<file path="config.mk">
export PLATFORM = sky130hd
export DESIGN_NAME = fetch_control_unit
export DESIGN_NICKNAME = d
export VERILOG_FILES = /design/src/rtl/cpu_pkg.sv /design/src/rtl/instr_decoder.sv /design/src/rtl/fetch_control_unit.sv
export SDC_FILE = /design/constraint.sdc
export NUM_CORES = 1
export LEC_CHECK = 0
export CORE_MARGIN = 1.5
export CORE_UTILIZATION = 40
export DETAILED_ROUTE_END_ITERATION = 7
export PLACE_DENSITY = 0.81
export SYNTH_ARGS = -nofsm -noshare
export SYNTH_HDL_FRONTEND = slang
export SYNTH_SLANG_ARGS = --single-unit
</file>
<file path="constraint.sdc">
create_clock -name clk -period 1.4 [get_ports clk]
set_input_delay 0.28 -clock clk [delete_from_list [all_inputs] [get_ports clk]]
set_output_delay 0.28 -clock clk [all_outputs]
set_load 0.02 [all_outputs]
</file>
<file path="src/rtl/cpu_pkg.sv">
// Shared CPU constants: opcodes, ALU select codes, fetch FSM state encoding.
// Pure declarations, no latency.
// No flow control involved.
package cpu_pkg;

    localparam int INSTR_W = 8;

    localparam logic [3:0] OP_LOAD  = 4'h0;
    localparam logic [3:0] OP_STORE = 4'h1;
    localparam logic [3:0] OP_ADD   = 4'h2;
    localparam logic [3:0] OP_SUB   = 4'h3;
    localparam logic [3:0] OP_AND   = 4'h4;
    localparam logic [3:0] OP_OR    = 4'h5;
    localparam logic [3:0] OP_XOR   = 4'h6;
    localparam logic [3:0] OP_JMP   = 4'h7;
    localparam logic [3:0] OP_HALT  = 4'hF;

    localparam logic [2:0] ALU_ADD = 3'b000;
    localparam logic [2:0] ALU_SUB = 3'b001;
    localparam logic [2:0] ALU_AND = 3'b010;
    localparam logic [2:0] ALU_OR  = 3'b011;
    localparam logic [2:0] ALU_XOR = 3'b100;

    localparam logic [2:0] ST_IDLE    = 3'd0;
    localparam logic [2:0] ST_FETCH   = 3'd1;
    localparam logic [2:0] ST_DECODE  = 3'd2;
    localparam logic [2:0] ST_EXECUTE = 3'd3;
    localparam logic [2:0] ST_HALT    = 3'd4;

endpackage

</file>
<file path="src/rtl/instr_decoder.sv">
// Opcode decoder: ALU select plus ungated write strobes and jump/halt flags.
// Purely combinational, zero latency.
// No flow control; the caller qualifies the raw strobes.
module instr_decoder
    import cpu_pkg::*;
(
    input  logic [3:0] i_opcode,
    output logic [2:0] o_alu_ctrl,
    output logic       o_reg_we_raw,
    output logic       o_mem_we_raw,
    output logic       o_is_jmp,
    output logic       o_is_halt
);

    always_comb begin
        o_alu_ctrl   = ALU_ADD;
        o_reg_we_raw = 1'b0;
        o_mem_we_raw = 1'b0;
        o_is_jmp     = 1'b0;
        o_is_halt    = 1'b0;
        case (i_opcode)
            OP_LOAD:  o_reg_we_raw = 1'b1;
            OP_STORE: o_mem_we_raw = 1'b1;
            OP_ADD:   begin o_alu_ctrl = ALU_ADD; o_reg_we_raw = 1'b1; end
            OP_SUB:   begin o_alu_ctrl = ALU_SUB; o_reg_we_raw = 1'b1; end
            OP_AND:   begin o_alu_ctrl = ALU_AND; o_reg_we_raw = 1'b1; end
            OP_OR:    begin o_alu_ctrl = ALU_OR;  o_reg_we_raw = 1'b1; end
            OP_XOR:   begin o_alu_ctrl = ALU_XOR; o_reg_we_raw = 1'b1; end
            OP_JMP:   o_is_jmp  = 1'b1;
            OP_HALT:  o_is_halt = 1'b1;
            default:  ;
        endcase
    end

endmodule

</file>
<file path="src/rtl/fetch_control_unit.sv">
// Fetch/decode/execute control FSM; optional retired-instruction counter under FETCH_CTRL_INSTR_COUNT_EN.
// Latency: 3 cycles per instruction (FETCH, DECODE, EXECUTE); strobes valid only in EXECUTE.
// No backpressure: run is a level enable sampled in IDLE and at the end of EXECUTE.
module fetch_control_unit
    import cpu_pkg::*;
#(
    parameter int PC_W    = 4,
    parameter int INSTR_W = cpu_pkg::INSTR_W
) (
    input  logic               clk,
    input  logic               rst_n,
    input  logic               run,
    output logic [PC_W-1:0]    imem_addr,
    input  logic [INSTR_W-1:0] imem_data,
    output logic [3:0]         opcode,
    output logic [3:0]         operand,
    output logic [2:0]         alu_ctrl,
    output logic               reg_we,
    output logic               mem_we,
    output logic [PC_W-1:0]    pc,
    output logic               halted
`ifdef FETCH_CTRL_INSTR_COUNT_EN
    ,
    output logic [7:0]         instr_count
`endif
);

    logic [2:0]         r_state;
    logic [PC_W-1:0]    r_pc;
    logic [INSTR_W-1:0] r_ir;

    logic               w_exec;
    logic               w_reg_we_raw;
    logic               w_mem_we_raw;
    logic               w_is_jmp;
    logic               w_is_halt;
    logic [PC_W-1:0]    w_jmp_tgt;

    assign opcode    = r_ir[INSTR_W-1 -: 4];
    assign operand   = r_ir[3:0];
    assign w_jmp_tgt = PC_W'(operand);
    assign w_exec    = (r_state == ST_EXECUTE);

    instr_decoder u_dec (
        .i_opcode     (opcode),
        .o_alu_ctrl   (alu_ctrl),
        .o_reg_we_raw (w_reg_we_raw),
        .o_mem_we_raw (w_mem_we_raw),
        .o_is_jmp     (w_is_jmp),
        .o_is_halt    (w_is_halt)
    );

    // Strobes are combinational from state, so an async reset drops them at once.
    assign reg_we    = w_exec & w_reg_we_raw;
    assign mem_we    = w_exec & w_mem_we_raw;
    assign imem_addr = r_pc;
    assign pc        = r_pc;
    assign halted    = (r_state == ST_HALT);

    always_ff @(posedge clk or negedge rst_n) begin
        if (!rst_n) begin
            r_state <= ST_IDLE;
            r_pc    <= '0;
            r_ir    <= '0;
        end else begin
            case (r_state)
                ST_IDLE: begin
                    if (run) r_state <= ST_FETCH;
                end
                ST_FETCH: r_state <= ST_DECODE;
                ST_DECODE: begin
                    r_ir    <= imem_data;
                    r_state <= ST_EXECUTE;
                end
                ST_EXECUTE: begin
                    r_pc <= w_is_jmp ? w_jmp_tgt : r_pc + PC_W'(1);
                    if (w_is_halt)  r_state <= ST_HALT;
                    else if (run)   r_state <= ST_FETCH;
                    else            r_state <= ST_IDLE;
                end
                ST_HALT: ;
                default: r_state <= ST_IDLE;
            endcase
        end
    end

`ifdef FETCH_CTRL_INSTR_COUNT_EN
    logic [7:0] r_instr_cnt;

    always_ff @(posedge clk or negedge rst_n) begin
        if (!rst_n)
            r_instr_cnt <= 8'h00;
        else if (w_exec && r_instr_cnt != 8'hFF)
            r_instr_cnt <= r_instr_cnt + 8'h01;
    end

    assign instr_count = r_instr_cnt;
`endif

endmodule

</file>
==> run summary <==
================================================================================
Number of cells on the worst reg-to-reg path                                   5
Residual DRC count                                                             0
Clock transition at the registers of the reported paths                  0.10 ns
Setup slack at placement                                               -0.381 ns
Slew margin rel.                                                           83.3%
Commonest non-fill, non-tap cells in the layout                     20 x buf_4, 12 x dfrtp_1, 11 x buf_6
Horizontal die dimension                                                 47.5 um
Clock tree buffer depth                                                        2
Final hold slack                                                        0.299 ns
Least setup slack across all paths after layout                        -0.236 ns
DP Cell Count                                                                130
Power Density                                                       2600 nW/um^2
Unrepaired setup endpoints after global routing                              yes
Routed wirelength normalized by instance count                           15.5 um
Net count reported at finish                                                 132
Warning count from the yosys run                                               0
Initial Util                                                               44.0%
Register area share after synthesis                                        47.3%
Master cell of the clock root buffer                                    clkbuf_4
Slack of the worst reg-to-reg path                                      -0.07 ns
Most common cell after layout, fill and taps aside                         buf_4
Cell count after synthesis                                                    66
Fraction of layout cells with a size suffix above 1                        52.1%
Number of hold-slack violations in the final timing report                     0
Final-layout setup total negative slack                                 -1.39 ns
Num CTS Buffers                                                                3
Clock skew after layout                                                0.0131 ns
Worst-skew pair later-pin latency                                        0.29 ns
Number of cells in the finished layout apart from fillers                    144
Die area                                                              2260 sq um
Startpoint class of the critical path                                   register
Number of antenna violations at the first check in global routing              0
Main synth FF type                                                       dfrtp_1
Cell leakage power                                                   0.000655 uW
Placement Rows                                                                15
Number of antenna cells inserted                                               0
Largest voltage drop on the vdd net                                      1740 uV
Vertical die dimension                                                   47.5 um
Max Fanout on Critical Path                                                    2
Fraction of registers with async set/reset                                  100%
First-pass GRT wire length                                               3440 um
DRC marker count from the first detailed-route iteration                      10
H-tree depth                                                                   1
Vias after detailed routing                                                  739
Clock sink count                                                              15
Core Footprint                                                        1800 sq um
Clock tree from TritonCTS                                                  built
Post-Synthesis Mean Instance Area                                     12.0 sq um
Number of enable-type register cells in the synthesized netlist                0
Vias per std cell                                                           5.13
Final core utilization                                                     76.4%
Path class of the lowest-slack min-delay path                           in2async
Number of antenna-violating nets in the routed design                          0
Largest net degree at the start of global routing                             16
Max-cap violations                                                             0
Flip-flop and latch count after synthesis                                     15
I/O Pins                                                                      33
Required time of the worst setup path                                    1.12 ns
Remaining Overflow, GRT                                                        0
Fmax                                                                     611 MHz
Via count of the first global-routing pass                                   721
Worst reg2reg endpoint                                              imem_addr[2]
Period Utilization, post-route                                              117%
Area Growth Syn to Fin                                                     73.5%
Placer's final routability congestion estimate                             0.710
Pins over their slew limit                                                     0
GR Util All Layers                                                         22.8%
Post-CTS Hold Buffers                                                          0
Least-Margin Pin Slew                                                   0.250 ns
CP Class                                                                 reg2out
Final Routed Wirelength                                                  2230 um
Critical path arrival                                                    1.36 ns
Count of input and output buffers                                             32
Mapped Area                                                            793 sq um
Nature of the critical path endpoint                                  output pin
Crit Reg-Reg Startpoint                                                  r_ir[5]
Violated checks                                                     setup timing
Net Count, Synth                                                              78
Half-perimeter wire length of the detailed placement result              1400 um
Finish-stage setup viols                                                      16
Minimum clock period after layout                                        1.64 ns
Status                                                              complete, but fails checks
First-pass iteration count of the detailed router                              4
Number of distinct library cells after synthesis                              26
================================================================================
synthesized netlist by cell type, drive strengths merged, types with 2 or more instances:
cell     n  area, sq um
nor2     3         11.3
o22a     2         17.5
xnor2    2         17.5
nand2    3         11.3
nand4    2         12.5
a21oi    3         15.0
o21bai   2         15.0
buf      7         47.6
mux2    10          120
nor3b    4         41.3
nand3    2         10.0
dfrtp   15          375
state kept, by name, indices dropped and copies added, names as in the netlist:
signal	count
r_state	3
imem_addr	4
r_ir	8
stage by stage:
step,power (uW),area [sq um]
2_1_floorplan,2120,822
3_3_place_gp,2950,1230
3_5_place_dp,3020,1230
4_1_cts,3470,1350
5_1_grt,3790,1380
6_report,3580,1380
report_power, final:
part	internal (uW)	switching [uW]	leakage, uW
sequential	659	218	0.000175
combinational	1280	1170	0.000462
clock	106	151	0.0000177
total	2040	1540	0.000655
area by class of cell:
| type | instances | area (sq um) |
|---|---|---|
| clock inverter | 1 | 5.00 |
| timing repair buffer | 56 | 487 |
| inverter | 1 | 3.75 |
| tap | 25 | 31.3 |
| fill | 142 | 425 |
| multi-input combinational | 43 | 448 |
| clock buffer | 3 | 22.5 |
| sequential | 15 | 379 |
critical path: stages, from the launching register on:
cell and delay (ns):
dfrtp_1 0.41, or2b_1 0.27, nor4_4 0.20, buf_4 0.18
worst max-delay path by stage:
stage	startpoint	end	depth (start not counted)
global route	r_ir[7]	mem_we	3
global placement	r_state[2]	reg_we	3
CTS	r_ir[7]	mem_we	3
floorplan	r_ir[4]	mem_we	2
detailed placement	r_state[2]	reg_we	3
finish	r_ir[7]	mem_we	3
what timing repair did:
item / 4_1_cts / 5_1_grt
gates resized for setup: 82 / 11
endpoints found under the setup margin: 29 / 21
setup buffers: 6 / 7
pin swaps: 4 / 4
per-layer routing:
| layer | vias up | GRT usage, % | share of wire [%] |
|---|---|---|---|
| met5 | - | 0 | 0 |
| met4 | 0 | 9.73 | 0.54 |
| met3 | 2 | 2.26 | 5.7 |
| met2 | 30 | 41.9 | 55 |
| met1 | 366 | 26.8 | 39 |
| li1 | 341 | - | - |
cell families (layout without fill, tap and decap cells):
family / Yosys count / after routing / synth area share (%)
simple gates: 19 / 19 / 17.2
flops: 15 / 15 / 47.3
mux: 11 / 11 / 16.4
compound gates: 10 / 10 / 8.83
buf+inv: 8 / 61 / 6.47
xor+xnor: 2 / 2 / 2.21
fa+ha+maj: 1 / 1 / 1.58
(Power assumes the default switching activity.)
